### src/rtl/lc3b_regfile_sb.sv
// LC-3b register file: 8 x 16-bit registers, pending-write scoreboard,
// NZP condition codes, and a sticky flag for malformed write enables.
module lc3b_regfile_sb #(
    parameter int WIDTH = 16,
    parameter int NREG  = 8,
    parameter int SEL_W = 3
) (
    input  logic             clk,
    input  logic             reset,
    input  logic             wrValid,
    input  logic [NREG-1:0]  wrEnOneHot,
    input  logic [WIDTH-1:0] wrData,
    input  logic             ldCC,
    input  logic [SEL_W-1:0] rdSelA,
    input  logic [SEL_W-1:0] rdSelB,
    output logic [WIDTH-1:0] rdDataA,
    output logic [WIDTH-1:0] rdDataB,
    output logic             busyA,
    output logic             busyB,
    input  logic             issueValid,
    input  logic [SEL_W-1:0] issueDst,
    output logic             issueStall,
    output logic [NREG-1:0]  busyVec,
    output logic [2:0]       nzp,
    output logic             wrErr
);

    logic [WIDTH-1:0] r_regs [NREG];
    logic [NREG-1:0]  r_busy;
    logic [2:0]       r_nzp;
    logic             r_wr_err;

    logic             w_onehot;
    logic             w_wr_ok;
    logic             w_wr_bad;
    logic             w_issue_ok;
    logic [NREG-1:0]  w_wr_vec;
    logic [NREG-1:0]  w_issue_vec;
    logic [NREG-1:0]  w_busy_nxt;

    // Condition codes derived from a 16-bit two's-complement result
    function automatic logic [2:0] calc_nzp(input logic [WIDTH-1:0] d);
        if (d[WIDTH-1])
            return 3'b100;
        else if (d == '0)
            return 3'b010;
        else
            return 3'b001;
    endfunction

    // Qualify the writeback enable and decode the accepted issue destination
    always_comb begin
        w_onehot    = (wrEnOneHot != '0) &&
                      ((wrEnOneHot & (wrEnOneHot - {{(NREG-1){1'b0}}, 1'b1})) == '0);
        w_wr_ok     = wrValid & w_onehot;
        w_wr_bad    = wrValid & ~w_onehot;
        w_wr_vec    = w_wr_ok ? wrEnOneHot : '0;
        w_issue_ok  = issueValid & ~r_busy[issueDst];
        w_issue_vec = '0;
        if (w_issue_ok)
            w_issue_vec[issueDst] = 1'b1;
        // Writeback clears busy, issue sets it; set wins on the same register
        w_busy_nxt  = (r_busy & ~w_wr_vec) | w_issue_vec;
    end

    // Register array, scoreboard, condition codes and error flag
    always_ff @(posedge clk) begin
        if (reset) begin
            for (int i = 0; i < NREG; i++)
                r_regs[i] <= '0;
            r_busy   <= '0;
            r_nzp    <= 3'b010;
            r_wr_err <= 1'b0;
        end else begin
            for (int i = 0; i < NREG; i++)
                if (w_wr_vec[i])
                    r_regs[i] <= wrData;
            r_busy <= w_busy_nxt;
            if (w_wr_ok && ldCC)
                r_nzp <= calc_nzp(wrData);
            if (w_wr_bad)
                r_wr_err <= 1'b1;
        end
    end

    // Zero-latency reads with same-cycle writeback bypass; busy has no bypass
    always_comb begin
        rdDataA    = w_wr_vec[rdSelA] ? wrData : r_regs[rdSelA];
        rdDataB    = w_wr_vec[rdSelB] ? wrData : r_regs[rdSelB];
        busyA      = r_busy[rdSelA];
        busyB      = r_busy[rdSelB];
        issueStall = issueValid & r_busy[issueDst];
        busyVec    = r_busy;
        nzp        = r_nzp;
        wrErr      = r_wr_err;
    end

endmodule

### config.mk
export PLATFORM = sky130hd
export DESIGN_NAME = lc3b_regfile_sb
export DESIGN_NICKNAME = d
export VERILOG_FILES = /design/src/rtl/lc3b_regfile_sb.sv
export SDC_FILE = /design/constraint.sdc
export NUM_CORES = 1
export LEC_CHECK = 0
export ABC_AREA = 1
export BUFFER_PORTS_ARGS = -buffer_cell sky130_fd_sc_hd__buf_2
export CORE_MARGIN = 1.5
export CORE_UTILIZATION = 54
export CTS_BUF_LIST = sky130_fd_sc_hd__clkbuf_8 sky130_fd_sc_hd__clkbuf_16
export CTS_CLUSTER_SIZE = 24
export DETAILED_ROUTE_END_ITERATION = 7
export PLACE_DENSITY = 0.84
export SKIP_CTS_REPAIR_TIMING = 1
export SLEW_MARGIN = 20
export SYNTH_ARGS = -nofsm -noshare
export SYNTH_HDL_FRONTEND = slang
export SYNTH_SLANG_ARGS = --single-unit
### constraint.sdc
create_clock -name clk -period 2 [get_ports clk]
set_input_delay 0.2 -clock clk [delete_from_list [all_inputs] [get_ports clk]]
set_output_delay 0.2 -clock clk [all_outputs]
set_load 0.03 [all_outputs]
Word-level counts from Yosys, hierarchy flattened
Memory sizes are Yosys's and may differ from the RTL's.
Index checks and enable logic that the tools add are counted.
{"block": "word_totals", "in_bits": 38, "n_memories": 1, "mem_bits_rw": 128, "elab_cells": 85, "register_bits": 12, "out_inout_bits": 47}
{"memory": "r_regs", "depth": 8, "width": 16, "rd": 2, "rd_ports_with_merged_regs": 0, "wr": 8, "line": "28", "rtl": "logic [WIDTH-1:0] r_regs [NREG];"}
{"block": "classes", "add_sub_neg": 1, "n_reduce_logical": 6, "muxes": 52, "bitwise": 18, "n_lt_le_gt_ge": 4}
{"operator": "$mux W16", "n": 10}
{"operator": "$mux W1", "n": 32}
{"operator": "$and A8 B8 Y8", "n": 2}
{"operator": "$logic_not A16 Y1", "n": 1}
{"operator": "$mux W8", "n": 2}
{"operator": "$bmux W1 S3", "n": 5}
{"operator": "$lt A3 B4 Y1 const B", "n": 3}
{"operator": "$logic_not A8 Y1", "n": 1}
{"operator": "$not A8 Y8", "n": 1}
{"operator": "$or A1 B1 Y1", "n": 8}
{"operator": "$or A8 B8 Y8", "n": 1}
{"operator": "$reduce_bool A8 Y1", "n": 1}
{"operator": "$sub A8 B1 Y8 const B", "n": 1}
{"operator": "$and A1 B1 Y1", "n": 4}
{"operator": "$demux W1 S3", "n": 1}
{"operator": "$ge A3 B1 Y1 const B", "n": 1}
{"operator": "$logic_and A1 B1 Y1", "n": 3}
{"operator": "$mux W3", "n": 1}
{"operator": "$mux W2", "n": 1}
{"operator": "$not A1 Y1", "n": 2}

Longest topological paths before layout
Gate-level depths: netlist of the first run.
{"block": "depth", "word_depth": 10, "ltp_mapped": 15, "depth_no_buf": 13}

Least setup slack after synthesis of the first run
OpenSTA, ideal clock, no wires.
{"block": "synth_timing", "path_kind": "input-to-reg", "from": "input wrEnOneHot[1]", "to": "memory r_regs[0][0] (enable)", "stages": 9, "setup_ns": 0.372, "path_slack_ns": -0.019, "required_time_ns": 1.628, "arrival_ns": 1.647, "cell_sequence": "nor2_2 -> nor2_1 -> nor2_1 -> nand3_2 -> nor2_8 -> nand3_2 -> buf_2 -> buf_1 -> nand2_1"}
{"element": "from (decl)", "line": "11", "rtl": "input logic [NREG-1:0] wrEnOneHot,"}
{"element": "to (decl)", "line": "28"}

Worst setup path in the final report of the first run
{"block": "layout_timing", "from": "input wrEnOneHot[1]", "to": "output rdDataA[10]"}
{"block": "layout_via", "elab_chain_cells": 9, "word_cells_on_any_way": 10, "cone_classes": "add/sub (1); mux (4); bitwise (2); reduce/logical (3)"}
{"element": "$sub A8 B1 Y8", "line": "54", "rtl": "((wrEnOneHot & (wrEnOneHot - {{(NREG-1){1'b0}}, 1'b1})) == '0);"}
{"element": "$and A8 B8 Y8", "line": "54"}
{"element": "$logic_not A8 Y1", "line": "54"}
{"element": "$logic_and A1 B1 Y1", "line": "53", "rtl": "w_onehot = (wrEnOneHot != '0) &&"}
{"element": "$and A1 B1 Y1", "line": "55", "rtl": "w_wr_ok = wrValid & w_onehot;"}
{"element": "$mux W8 *", "line": "57", "rtl": "w_wr_vec = w_wr_ok ? wrEnOneHot : '0;"}
{"element": "$bmux W1 S3 *", "line": "88", "rtl": "rdDataA = w_wr_vec[rdSelA] ? wrData : r_regs[rdSelA];"}
{"element": "$mux W1 (not written as such) *", "line": "88"}
{"element": "$mux W16 *", "line": "88"}
{"element": "to (decl)", "line": "16", "rtl": "output logic [WIDTH-1:0] rdDataA,"}
Mark *: on every way between the ends. The rest lies on a longest branch, timed or not. The select of a mux whose other input is x is not followed.

==> results of run 1 <==
==> worst min-delay path, delay by kind of cell <==
family                 cells  cell delay [ns]
and+or+nand+nor            2             0.14
buffers and inverters      1             0.12
AOI/OAI and AO/OA          1             0.06
==> layout make-up <==
type	instances	area share, %
clock buffers	17	3.97
repair buffers	157	14.4
multi-input cells	786	37.4
clock inverters	14	1.43
flip-flops and latches	140	38.1
inverters	72	2.52
well taps	184	2.15
==> power breakdown <==
part	internal, mW	switching, mW	leakage (nW)
Clock	1.93	1.22	0.281
Sequential	3.36	0.0909	1.32
Combinational	0.634	1.17	2.73
Total	5.93	2.48	4.32
==> state kept, by name, indices dropped and copies added (netlist names) <==
name	flops
r_regs	128
busyVec	8
nzp	3
wrErr	1
==> path summary, 6_finish.rpt <==
path / from / to / slack (ns) / cells after the start
max: wrEnOneHot[1] / rdDataA[10] / -0.52 / 16
min: issueDst[0] / busyVec[0]$_SDFF_PP0_ / 0.15 / 4
max reg2reg: busyVec[2]$_SDFF_PP0_ / busyVec[7]$_SDFF_PP0_ / 0.38 / 7
min reg2reg: wrErr$_SDFFE_PP0P_ / wrErr$_SDFFE_PP0P_ / 0.45 / 2
==> metal layers <==
| layer | GRT usage [%] | share of wire [%] | routed length, um | vias up |
|---|---|---|---|---|
| met5 | 0 | 0 | 0 | - |
| met3 | 10.0 | 15 | 4760 | 278 |
| met2 | 51.6 | 44 | 13500 | 999 |
| met4 | 16.6 | 7.5 | 2300 | 0 |
| li1 | - | - | - | 3853 |
| met1 | 42.3 | 33 | 10200 | 4083 |
==> logic make-up after synthesis <==
kind of cell	count (synthesis)	share of synthesized area, %
flip-flops	140	49.5
buffers and inverters	143	7.05
AO/OA/AOI/OAI	260	16.5
AND/OR/NAND/NOR	525	26.9
==> through the flow <==
step	power (mW)	cell area (um^2)	std cells	hold WS, ns	setup WS (ns)
finish	8.41	10700	1370	0.148	-0.522
global route	8.59	10700	1370	0.204	-0.564
CTS	7.96	9890	1358	0.129	-0.439
detailed placement	4.91	9310	1327	0.442	-0.412
global placement	4.87	9310	1327	0.437	-0.260
floorplan	4.36	8250	1068	0.377	0.0324
==> cell usage after synthesis (3+ instances only) <==
library cell | number | area share, %
a21oi_1 | 44 | 2.7
a221oi_1 | 4 | 0.42
buf_1 | 5 | 0.23
buf_2 | 3 | 0.18
buf_4 | 3 | 0.27
buf_6 | 4 | 0.55
clkbuf_1 | 56 | 2.5
clkinv_1 | 5 | 0.23
dfxtp_1 | 12 | 2.9
edfxtp_1 | 128 | 47
inv_1 | 66 | 3.0
nand2_1 | 172 | 7.8
nand2_2 | 3 | 0.23
nand3_1 | 66 | 4.0
nand3_2 | 10 | 1.2
nand4_1 | 11 | 0.83
nor2_1 | 250 | 11
nor4_1 | 4 | 0.30
o21ai_0 | 175 | 11
o22ai_1 | 34 | 2.6
==> impl_metrics.env, run 1 <==
export IMPL_status="finished, violations left"
export IMPL_violations="design-rule violations, negative setup slack"
export IMPL_clkTransAtPathRegs_ns=0.05
export IMPL_numPortBuffers=84
export IMPL_num_rows=44
export IMPL_yosys_register_bits=140
export IMPL_nFillCells=929
export IMPL_grt_pass1_vias=7955
export IMPL_clock_skew_ns=0.00596
export IMPL_synth_edf_count=128
export IMPL_syn_area_um2=8250
export IMPL_slowest_delay_ns=0.20
export IMPL_ir_worst_vdd_mv=0.688
export IMPL_yosysSeqAreaShare_pct=49.5
export IMPL_max_slew_worst_pin_slew_ns=0.759
export IMPL_place_congestion=0.860
export IMPL_setup_viol=32
export IMPL_wl_per_cell_um=22.5
export IMPL_dieArea_um2=16000
export IMPL_start_kind="input port"
export IMPL_power_density_nw_per_um2=784
export IMPL_grt_pass1_wl_um=40700
export IMPL_cts_sinks=140
export IMPL_final_cell_mix="nor2_1, o21ai_0, nand2_1"
export IMPL_drc=4
export IMPL_hp_class="in2reg"
export IMPL_worst_path_max_delay_cell="nor2_8"
export IMPL_cp_max_fo=8
export IMPL_antenna_cells=0
export IMPL_crit_path_end_kind="primary output"
export IMPL_crit_chain="buf_8, nor2_4, nor2_1, nor2_1, nand3_2, nor2_8, buf_12, nand3_2, nand2_1, nand3_2, nand3_4, buf_12, buf_12, nand3_4, nand2_2, buf_6"
export IMPL_ys_async_sr_fraction_pct=0
export IMPL_routed_via_count=9213
export IMPL_ys_types=29
export IMPL_path_class="in2out"
export IMPL_maxSlewHeadroom_pct=48.9
export IMPL_dp_hpwl_um=16500
export IMPL_fin_nets=1212
export IMPL_hold_viol=0
export IMPL_syn_num_nets=1106
export IMPL_cp_required_ns=1.80
export IMPL_synthFlopType="edfxtp_1"
export IMPL_grt_start_max_net_pins=94
export IMPL_timing_max_cap_violations=0
export IMPL_clock_latency_ns=0.43
export IMPL_cts_tree="done"
export IMPL_drt_iter0_markers=2193
export IMPL_cp_num_buf_inv=5
export IMPL_core_um2=14700
export IMPL_fin_util_pct=73.0
export IMPL_grt_ovfl_total=0
export IMPL_die_width_um=127
export IMPL_worst_slack_ns=-0.522
export IMPL_antenna_found_initial=0
export IMPL_root_buffer="clkbuf_16"
export IMPL_ant_nets=0
export IMPL_max_freq_ghz=0.396
export IMPL_syn_to_final_growth_pct=30.0
export IMPL_io_pins=85
export IMPL_layout_commonest_cell="nor2_1"
export IMPL_crit_arrival_ns=2.32
export IMPL_seq_area_um2=4080
export IMPL_drive_above_1_share_pct=23.0
export IMPL_p_leak_nw=4.32
export IMPL_cts_buffers=17
export IMPL_fp_dieH_um=127
export IMPL_avgSynthCellArea_um2=7.73
export IMPL_wl_um=30800
export IMPL_cts_buffer_depth=2
export IMPL_final_max_slew_viol_count=0
export IMPL_via_per_inst=6.72
export IMPL_post_route_min_period_ns=2.52
export IMPL_fin_setup_tns_ns=-13.34
export IMPL_synthCells=1068
export IMPL_period_share_pct=126
export IMPL_gr_usage_all_layers_pct=33.2
export IMPL_rsz0062_at_grt="true"
export IMPL_cts_max_level=4
export IMPL_start_util_pct=56.1
export IMPL_critical_path_top_delay_family="simple AND/OR/NAND/NOR gates"
export IMPL_ys_warn_count=0
export IMPL_dr_pass1_iters=8
export IMPL_multi_input_area_um2=4020
(Power assumes the default switching activity.)
==> inputs of run 2 (changes only) <==
CELL_PAD_IN_SITES_DETAIL_PLACEMENT = 0   (was default)
CELL_PAD_IN_SITES_GLOBAL_PLACEMENT = 2   (was default)
CORE_UTILIZATION = 32   (was 54)
SKIP_LAST_GASP = 1   (was default)
==> impl_metrics.env, run 2 (same netlist as run 1, synthesis figures left out) <==
export IMPL_status="finished, violations left"
export IMPL_violations="negative setup slack"
export IMPL_dp_hpwl_um=19200
export IMPL_final_area_um2=10900
export IMPL_antenna_cells=0
export IMPL_antenna_found_initial=0
export IMPL_io_pins=85
export IMPL_fp_dieH_um=164
export IMPL_place_area_um2=9720
export IMPL_syn_to_final_growth_pct=32.2
export IMPL_fin_nets=1228
export IMPL_worst_slack_ns=-0.197
export IMPL_p_leak_nw=4.40
export IMPL_power_frac_comb_pct=20.7
export IMPL_cts_sinks=140
export IMPL_path_class="in2out"
export IMPL_dp_slack_ns=-0.232
export IMPL_wl_um=30800
export IMPL_max_slew_worst_pin_slew_ns=0.531
export IMPL_grt_pass1_wl_um=44900
export IMPL_top_register="r_regs"
export IMPL_fin_util_pct=43.2
export IMPL_post_route_min_period_ns=2.20
export IMPL_clock_skew_ns=0.000667
export IMPL_maxSlewHeadroom_pct=64.3
export IMPL_drt_iter0_markers=822
export IMPL_grt_pass1_vias=7619
export IMPL_cp_required_ns=1.80
export IMPL_timing_max_cap_violations=0
export IMPL_nFillCells=2504
export IMPL_start_kind="input port"
export IMPL_final_cell_mix="nor2_1, o21ai_0, nand2_1"
export IMPL_internal_power_mw=5.90
export IMPL_via_per_inst=5.32
export IMPL_cts_max_level=4
export IMPL_cts_buffers=17
export IMPL_seq_area_um2=4080
export IMPL_clock_latency_ns=0.43
export IMPL_wl_per_cell_um=20.1
export IMPL_seqPwrFrac_pct=41.3
export IMPL_numPortBuffers=84
export IMPL_drive_above_1_share_pct=22.2
export IMPL_num_rows=58
export IMPL_gr_usage_all_layers_pct=22.9
export IMPL_fin_setup_tns_ns=-4.58
export IMPL_ant_nets=0
export IMPL_pwr_share_clk_pct=38.0
export IMPL_final_max_slew_viol_count=0
export IMPL_crit_path_end_kind="primary output"
export IMPL_layout_commonest_cell="nor2_1"
export IMPL_hold_viol=0
export IMPL_crit_arrival_ns=2.00
export IMPL_ir_worst_vdd_mv=0.419
export IMPL_period_share_pct=110
export IMPL_power_density_nw_per_um2=763
export IMPL_root_buffer="clkbuf_16"
export IMPL_p_sw_share_pct=29.1
export IMPL_power_switching_mw=2.42
export IMPL_largest_reg_flops=128
export IMPL_hp_class="in2reg"
export IMPL_dr_pass1_iters=5
export IMPL_rsz0062_at_grt="true"
export IMPL_max_freq_ghz=0.455
export IMPL_start_util_pct=32.7
export IMPL_place_congestion=0.821
export IMPL_core_um2=25300
export IMPL_cp_max_fo=8
export IMPL_grt_start_max_net_pins=46
export IMPL_die_width_um=164
export IMPL_dieArea_um2=26800
export IMPL_grt_ovfl_total=0
export IMPL_finalPower_mw=8.32
export IMPL_routed_via_count=8158
export IMPL_drc=0
export IMPL_cts_tree="done"
export IMPL_setup_viol=32
export IMPL_clkTransAtPathRegs_ns=0.06
export IMPL_multi_input_area_um2=3870
export IMPL_cts_buffer_depth=2
[run 2: final timing paths]
| check | startpoint | to | slack (ns) | cells past startpoint |
|---|---|---|---|---|
| max | wrEnOneHot[1] | rdDataB[10] | -0.20 | 15 |
| min | issueDst[0] | busyVec[0]$_SDFF_PP0_ | 0.12 | 4 |
| max reg2reg | busyVec[2]$_SDFF_PP0_ | busyVec[0]$_SDFF_PP0_ | 0.34 | 7 |
| min reg2reg | wrErr$_SDFFE_PP0P_ | wrErr$_SDFFE_PP0P_ | 0.45 | 2 |
[run 2: worst max-delay path, stage by stage]
cell and delay [ns]:
buf_8 0.10, nor2_4 0.16, nor2_2 0.05, nor2_2 0.12, nand3_4 0.13, nor2_8 0.22, nand3_4 0.13, nand2_2 0.09
nand3_2 0.08, nand3_4 0.18, buf_12 0.14, nand2_8 0.09, nand2_1 0.08, nand2_1 0.05, clkbuf_4 0.17
[run 2: layout make-up]
class / count / area share (%)
sequential: 140 / 37.4
multi-input combinational: 787 / 35.5
timing repair buffer: 172 / 15.4
clock buffer: 19 / 4.15
tap: 330 / 3.78
inverter: 72 / 2.48
clock inverter: 13 / 1.28
[run 2: per-layer routing]
layer	part of all wire [%]	vias up	wire, um	GRT usage (%)
met2	49	348	15000	38.3
met1	42	3879	12900	29.8
li1	-	3888	-	-
met4	2.3	0	718	8.39
met3	7.3	43	2240	3.53
met5	0	-	0	0
[run 2: metrics by stage]
step	cells	hold WS, ns
floorplan	1068	0.377
global placement	1488	0.440
detailed placement	1488	0.444
CTS	1520	0.111
global route	1533	0.168
finish	1533	0.123
[run 2: power groups by stage]
stage	Sequential [mW]	Combinational, mW	Clock, mW
finish	3.44	1.72	3.16
CTS	3.43	1.53	3.18
global route	3.46	1.85	3.32
global placement	3.49	1.52	0
floorplan	3.49	0.868	0
detailed placement	3.50	1.52	0
